## src/rtl/dmem_port_arbiter_if.sv

```systemverilog
// Bundles both requester ports and the DataMemory control/data bus of the arbiter.
// Latency: none, wires only.
// Backpressure: req/ack per requester; req stays high until its ack pulse.
interface dmem_port_arbiter_if #(
    parameter int AW = 64,
    parameter int DW = 64
);
    // Requester port 0 (CPU load/store path)
    logic          req0;
    logic          we0;
    logic [AW-1:0] addr0;
    logic [DW-1:0] wdata0;
    logic          ack0;
    logic [DW-1:0] rdata0;

    // Requester port 1 (loader/debug/DMA)
    logic          req1;
    logic          we1;
    logic [AW-1:0] addr1;
    logic [DW-1:0] wdata1;
    logic          ack1;
    logic [DW-1:0] rdata1;

    // DataMemory side
    logic          mem_read;
    logic          mem_write;
    logic [AW-1:0] mem_addr;
    logic [DW-1:0] mem_wdata;
    logic [DW-1:0] mem_rdata;

    // Status
    logic          busy;
    logic          grant_id;

    // Requesters plus the memory model drive this side
    modport master (
        output req0, we0, addr0, wdata0,
        output req1, we1, addr1, wdata1,
        output mem_rdata,
        input  ack0, rdata0, ack1, rdata1,
        input  mem_read, mem_write, mem_addr, mem_wdata,
        input  busy, grant_id
    );

    // The arbiter sits on this side
    modport slave (
        input  req0, we0, addr0, wdata0,
        input  req1, we1, addr1, wdata1,
        input  mem_rdata,
        output ack0, rdata0, ack1, rdata1,
        output mem_read, mem_write, mem_addr, mem_wdata,
        output busy, grant_id
    );
endinterface

```

## src/rtl/dmem_port_arbiter.sv

```systemverilog
// Round-robin arbiter sharing one single-port data memory between two req/ack requesters.
// Latency: grant at edge k, memory controls held MEM_LAT cycles, ack pulses in cycle k+MEM_LAT+1.
// Backpressure: one access in flight; requests seen only in IDLE, the loser waits at most one access.
module dmem_port_arbiter #(
    parameter int AW      = 64,
    parameter int DW      = 64,
    parameter int MEM_LAT = 1
) (
    input  logic                CLK,
    input  logic                Reset_L,
    dmem_port_arbiter_if.slave  bus
);

    // Counter only has to hold MEM_LAT-1; keep at least one bit for MEM_LAT=1.
    localparam int CW = (MEM_LAT > 1) ? $clog2(MEM_LAT) : 1;

    typedef enum logic [1:0] {
        IDLE   = 2'd0,
        ACCESS = 2'd1,
        DONE   = 2'd2
    } state_t;

    state_t        state_q,     state_d;
    logic [CW-1:0] cnt_q,       cnt_d;
    logic          ack0_q,      ack0_d;
    logic          ack1_q,      ack1_d;
    logic [DW-1:0] rdata0_q,    rdata0_d;
    logic [DW-1:0] rdata1_q,    rdata1_d;
    logic          mem_read_q,  mem_read_d;
    logic          mem_write_q, mem_write_d;
    logic [AW-1:0] mem_addr_q,  mem_addr_d;
    logic [DW-1:0] mem_wdata_q, mem_wdata_d;
    logic          grant_id_q,  grant_id_d;

    logic          winner;
    logic          sel_we;
    logic [AW-1:0] sel_addr;
    logic [DW-1:0] sel_wdata;

    // Next-state, grant selection and memory-control sequencing
    always_comb begin
        state_d     = state_q;
        cnt_d       = cnt_q;
        ack0_d      = 1'b0;
        ack1_d      = 1'b0;
        rdata0_d    = rdata0_q;
        rdata1_d    = rdata1_q;
        mem_read_d  = mem_read_q;
        mem_write_d = mem_write_q;
        mem_addr_d  = mem_addr_q;
        mem_wdata_d = mem_wdata_q;
        grant_id_d  = grant_id_q;

        // On a tie the port that did not own the last access wins.
        if (bus.req0 && bus.req1) begin
            winner = ~grant_id_q;
        end else begin
            winner = bus.req1;
        end
        sel_we    = winner ? bus.we1    : bus.we0;
        sel_addr  = winner ? bus.addr1  : bus.addr0;
        sel_wdata = winner ? bus.wdata1 : bus.wdata0;

        case (state_q)
            IDLE: begin
                if (bus.req0 || bus.req1) begin
                    mem_addr_d  = sel_addr;
                    mem_wdata_d = sel_wdata;
                    mem_read_d  = ~sel_we;
                    mem_write_d = sel_we;
                    grant_id_d  = winner;
                    cnt_d       = CW'(MEM_LAT - 1);
                    state_d     = ACCESS;
                end
            end
            ACCESS: begin
                if (cnt_q != '0) begin
                    cnt_d = cnt_q - CW'(1);
                end else begin
                    // Memory read is combinational: capture on the last held cycle.
                    if (mem_read_q) begin
                        if (grant_id_q) rdata1_d = bus.mem_rdata;
                        else            rdata0_d = bus.mem_rdata;
                    end
                    mem_read_d  = 1'b0;
                    mem_write_d = 1'b0;
                    if (grant_id_q) ack1_d = 1'b1;
                    else            ack0_d = 1'b1;
                    state_d     = DONE;
                end
            end
            DONE: begin
                state_d = IDLE;
            end
            default: begin
                state_d     = IDLE;
                mem_read_d  = 1'b0;
                mem_write_d = 1'b0;
            end
        endcase
    end

    // State and registered outputs; reset drops memory controls immediately
    always_ff @(posedge CLK or negedge Reset_L) begin
        if (!Reset_L) begin
            state_q     <= IDLE;
            cnt_q       <= '0;
            ack0_q      <= 1'b0;
            ack1_q      <= 1'b0;
            rdata0_q    <= '0;
            rdata1_q    <= '0;
            mem_read_q  <= 1'b0;
            mem_write_q <= 1'b0;
            mem_addr_q  <= '0;
            mem_wdata_q <= '0;
            grant_id_q  <= 1'b1;
        end else begin
            state_q     <= state_d;
            cnt_q       <= cnt_d;
            ack0_q      <= ack0_d;
            ack1_q      <= ack1_d;
            rdata0_q    <= rdata0_d;
            rdata1_q    <= rdata1_d;
            mem_read_q  <= mem_read_d;
            mem_write_q <= mem_write_d;
            mem_addr_q  <= mem_addr_d;
            mem_wdata_q <= mem_wdata_d;
            grant_id_q  <= grant_id_d;
        end
    end

    assign bus.ack0      = ack0_q;
    assign bus.ack1      = ack1_q;
    assign bus.rdata0    = rdata0_q;
    assign bus.rdata1    = rdata1_q;
    assign bus.mem_read  = mem_read_q;
    assign bus.mem_write = mem_write_q;
    assign bus.mem_addr  = mem_addr_q;
    assign bus.mem_wdata = mem_wdata_q;
    assign bus.busy      = (state_q != IDLE);
    assign bus.grant_id  = grant_id_q;

endmodule

```

## src/flat_wrapper.sv

```systemverilog
// flat-port wrapper written by rule: the top's interface ports become plain ports
module dmem_port_arbiter_flat 
#(
    parameter int AW      = 64,
    parameter int DW      = 64,
    parameter int MEM_LAT = 1
)
  (CLK, Reset_L, bus_req0, bus_we0, bus_addr0, bus_wdata0, bus_req1, bus_we1, bus_addr1, bus_wdata1, bus_mem_rdata, bus_ack0, bus_rdata0, bus_ack1, bus_rdata1, bus_mem_read, bus_mem_write, bus_mem_addr, bus_mem_wdata, bus_busy, bus_grant_id);
  dmem_port_arbiter_if #(.AW(AW), .DW(DW)) bus_i ();
  input  logic CLK;
  input  logic Reset_L;
  input wire logic [$bits(bus_i.req0)-1:0] bus_req0;
  input wire logic [$bits(bus_i.we0)-1:0] bus_we0;
  input wire logic [$bits(bus_i.addr0)-1:0] bus_addr0;
  input wire logic [$bits(bus_i.wdata0)-1:0] bus_wdata0;
  input wire logic [$bits(bus_i.req1)-1:0] bus_req1;
  input wire logic [$bits(bus_i.we1)-1:0] bus_we1;
  input wire logic [$bits(bus_i.addr1)-1:0] bus_addr1;
  input wire logic [$bits(bus_i.wdata1)-1:0] bus_wdata1;
  input wire logic [$bits(bus_i.mem_rdata)-1:0] bus_mem_rdata;
  output wire logic [$bits(bus_i.ack0)-1:0] bus_ack0;
  output wire logic [$bits(bus_i.rdata0)-1:0] bus_rdata0;
  output wire logic [$bits(bus_i.ack1)-1:0] bus_ack1;
  output wire logic [$bits(bus_i.rdata1)-1:0] bus_rdata1;
  output wire logic [$bits(bus_i.mem_read)-1:0] bus_mem_read;
  output wire logic [$bits(bus_i.mem_write)-1:0] bus_mem_write;
  output wire logic [$bits(bus_i.mem_addr)-1:0] bus_mem_addr;
  output wire logic [$bits(bus_i.mem_wdata)-1:0] bus_mem_wdata;
  output wire logic [$bits(bus_i.busy)-1:0] bus_busy;
  output wire logic [$bits(bus_i.grant_id)-1:0] bus_grant_id;
  assign bus_i.req0 = bus_req0;
  assign bus_i.we0 = bus_we0;
  assign bus_i.addr0 = bus_addr0;
  assign bus_i.wdata0 = bus_wdata0;
  assign bus_i.req1 = bus_req1;
  assign bus_i.we1 = bus_we1;
  assign bus_i.addr1 = bus_addr1;
  assign bus_i.wdata1 = bus_wdata1;
  assign bus_i.mem_rdata = bus_mem_rdata;
  assign bus_ack0 = bus_i.ack0;
  assign bus_rdata0 = bus_i.rdata0;
  assign bus_ack1 = bus_i.ack1;
  assign bus_rdata1 = bus_i.rdata1;
  assign bus_mem_read = bus_i.mem_read;
  assign bus_mem_write = bus_i.mem_write;
  assign bus_mem_addr = bus_i.mem_addr;
  assign bus_mem_wdata = bus_i.mem_wdata;
  assign bus_busy = bus_i.busy;
  assign bus_grant_id = bus_i.grant_id;
  dmem_port_arbiter #(.AW(AW), .DW(DW), .MEM_LAT(MEM_LAT)) u_core (.CLK(CLK), .Reset_L(Reset_L), .bus(bus_i));
endmodule
```

## config.mk

```make
export PLATFORM = sky130hd
export DESIGN_NAME = dmem_port_arbiter_flat
export DESIGN_NICKNAME = d
export VERILOG_FILES = /design/src/rtl/dmem_port_arbiter_if.sv /design/src/rtl/dmem_port_arbiter.sv /design/src/flat_wrapper.sv
export SDC_FILE = /design/constraint.sdc
export NUM_CORES = 1
export LEC_CHECK = 0
export ABC_AREA = 1
export CORE_AREA = 2 2 230 232
export CTS_BUF_LIST = sky130_fd_sc_hd__clkbuf_8
export DETAILED_ROUTE_END_ITERATION = 7
export DIE_AREA = 0 0 232 234
export DONT_BUFFER_PORTS = 1
export SLEW_MARGIN = 20
export SYNTH_ARGS = -nofsm -noshare
export SYNTH_HDL_FRONTEND = slang
export SYNTH_SLANG_ARGS = --single-unit
```

## constraint.sdc

```tcl
create_clock -name CLK -period 1.9 [get_ports CLK]
set_input_delay 0.19 -clock CLK [delete_from_list [all_inputs] [get_ports CLK]]
set_output_delay 0.19 -clock CLK [all_outputs]
set_load 0.05 [all_outputs]
```

==> flow_metrics.tcl <==
set metrics [dict create \
    ys_top_cells_by_area "dfrtp_1 52%, nand2_1 17%, nand3_1 10%" \
    rr_worst_depth 6 \
    fin_total_pwr_mw 34.1 \
    irDropWorstVdd_uv 1010 \
    criticalPathCategory "register to register" \
    cap_violations 0 \
    place_congestion 0.903 \
    post-synth-top-area-cell "dfrtp_1" \
    grt_usage_pct 16.8 \
    violations "negative hold slack" \
    path_clk_slew_ns 0.06 \
    critical_path_required_ns 2.43 \
    timing.hold.ws_ns -0.685 \
    drv_slew 0 \
    seq_area_mm2 0.00658 \
    holdBufCountCts 368 \
    drive_above_1_share_pct 6.39 \
    avgRoutedWirePerCell_um 17.8 \
    antenna_found_initial 3 \
    hold_violations 262 \
    synth-seq-area-share_pct 52.0 \
    grt_pass1_wl_mm 71.8 \
    critPathSlowestCell "dfstp_2" \
    endpoint_kind "register" \
    hpwlAfterDp_mm 29.5 \
    rsz0062_at_grt "no" \
    viasPerCell 4.77 \
    status "finished, violations left" \
    drtIter0Drc 981 \
    synth_cell_types 17 \
    routed_wl_mm 49.3 \
    grt_max_degree 264 \
    setup_viol 0 \
    dr.pass1.iters 7 \
    ctsResizeCount 0 \
    fmax_ghz 0.533 \
    cts_inserted_buffers 46 \
    clkLatencyLatePin_ns 0.60 \
    skew_ns 0.0178 \
    synthesis.area_mm2 0.0127 \
    drcViolationCount 0 \
    cts_tree "yes" \
    synth_warnings 0 \
    area_delta_synth_final_pct 44.3 \
    syn_inst 1686 \
    dpl_cell_area_mm2 0.0136 \
    die_h_um 234 \
    num_rows 84 \
    hp-class "input pin to asynchronous set/reset pin" \
    period_share_pct 98.8 \
    synth_nets 2012 \
    cp_common_cell "nand3_1" \
    start_kind "register" \
    crit_path_cell_trace "nand2_4 -> buf_12 -> nand3_1 -> dlygate4sd3_1 -> nand3_1 -> nand2_1" \
    ys_ff_latch 263 \
    ff2ff_setup_slack_ns 0.02 \
    fin_util_pct 35.1 \
    fillers 5099 \
    slowest_delay_ns 0.58 \
    critPathMaxFanout 67 \
    cts.sinks 263 \
    multiInputGateArea_mm2 0.00432 \
    cp.arrival_ns 2.41 \
    powerDensity_mw_per_mm2 1870 \
    yosysTopAreaCellShare_pct 51.8 \
    avgSynthCellArea_um2 7.51 \
    drtAntennaViolNets 0 \
    clk_root_buffer_cell "clkbuf_8" \
    port_buffers 0 \
    routed-via-count 13200 \
    relSlewSlack_pct 9.11 \
    cts_buffer_depth 3 \
    nets 2374 \
    leakage_nw 9.81 \
    period_minus_slack_ns 1.88 \
    start_util_pct 24.3 \
    fin_area_mm2 0.0183 \
    core-area_mm2 0.0520 \
    die_w_um 232 \
    io_pins 588 \
    h-tree-depth 2 \
    fin_tns_setup_ns 0 \
    grt_pass1_vias 13300 \
    worst_pin_slew_ns 1.36 \
    die_area_mm2 0.0543 \
    grt_overflow 0 \
]
## synth_stat cells
| master | count |
|---|---|
| nand2_2 | 1 |
| clkbuf_1 | 31 |
| nand4_1 | 65 |
| nor2_2 | 2 |
| buf_1 | 5 |
| buf_4 | 18 |
| inv_2 | 2 |
| dfrtp_1 | 262 |
| nor2_1 | 4 |
| nand3_2 | 1 |
| nand2_1 | 583 |
| o21ai_2 | 1 |
| dfstp_2 | 1 |
| o21ai_0 | 66 |
| inv_1 | 324 |
| buf_2 | 58 |
| nand3_1 | 262 |
## through the flow
stage                     hold WS [ns]  std cells  setup WS (ns)
final                           -0.685       2775         0.0223
after global routing            -0.746       2773       0.000361
after CTS                       -0.765       2767         0.0514
after detailed placement       -0.0987       2316          0.233
after floorplan                 -0.106       1686          0.334
after global placement         -0.0984       2316          0.279
## repair_timing
action,CTS,global route
setup endpoints to repair,0,49
setup buffers,0,3
hold endpoints to repair,523,263
## layout by cell type, fill, tap and decap left out
master           n
nand2_1        582
dlygate4sd3_1  367
inv_1          343
nand3_1        262
dfrtp_1        261
o21ai_0         66
nand4_1         65
clkbuf_8        58
buf_4           43
buf_12          14
diode_2          4
nor2_1           4
inv_2            3
nor2_4           2
nand2_4          2
inv_6            2
o21ai_4          1
nand3_2          1
clkinv_2         1
clkinvlp_4       1
bufinv_16        1
clkbuf_16        1
buf_16           1
dfstp_2          1
dfrtp_2          1
## layout make-up
cell class,count,area share [%]
Tap cell,688,4.71
Inverter,326,6.70
Multi-Input combinational cell,985,23.7
Sequential cell,263,36.1
Clock buffer,58,4.37
Timing Repair Buffer,426,23.7
Antenna cell,4,0.0548
Clock inverter,25,0.740
## logic make-up after synthesis
| kind of cell | Yosys count | synth area share, % |
|---|---|---|
| and+or+nand+nor | 918 | 31.2 |
| buffers and inverters | 438 | 14.1 |
| DFF | 263 | 52.0 |
| AOI/OAI and AO/OA | 67 | 2.68 |
## state kept, by name, indices dropped and copies added, names as in the netlist
register,cells
u_core.bus.ack0,1
u_core.bus.ack1,1
u_core.bus.grant_id,1
u_core.bus.mem_addr,64
u_core.bus.mem_read,1
u_core.bus.mem_wdata,64
u_core.bus.mem_write,1
u_core.bus.rdata0,64
u_core.bus.rdata1,64
u_core.state_q,2
## power breakdown
part,internal [mW],switching [mW]
sequential,8.26,12.4
clock,2.88,2.43
combinational,3.19,5.03
## metal layers
metal	routed length [µm]	up-vias	GRT usage (%)
met5	0	-	0
met3	5640	246	5.41
met2	23100	998	27.6
met4	2980	0	10.8
met1	17600	6106	18.7
li1	-	5875	-
## worst max-delay path: cells and delay by family (launching register included)
family / cells / cell delay (ns)
AND/OR/NAND/NOR: 4 / 0.40
flip-flops: 1 / 0.58
buffers and inverters: 2 / 0.76
## path summary, 6_finish.rpt
| path | from | end |
|---|---|---|
| worst max-delay path | u_core.bus.grant_id$_DFFE_PN1P_ | u_core.bus.mem_addr[8]$_DFFE_PN0P_ |
| min in group CLK | bus_req1 | u_core.bus.mem_addr[54]$_DFFE_PN0P_ |
| max in group asynchronous | Reset_L | u_core.bus.mem_addr[1]$_DFFE_PN0P_ |
| worst min-delay path | Reset_L | u_core.bus.rdata1[23]$_DFFE_PN0P_ |
| worst min register to register | u_core.bus.mem_wdata[54]$_DFFE_PN0P_ | u_core.bus.mem_wdata[54]$_DFFE_PN0P_ |
| worst max register to register | u_core.bus.grant_id$_DFFE_PN1P_ | u_core.bus.mem_addr[8]$_DFFE_PN0P_ |
No activity file was read; power rests on OpenSTA's default activity.
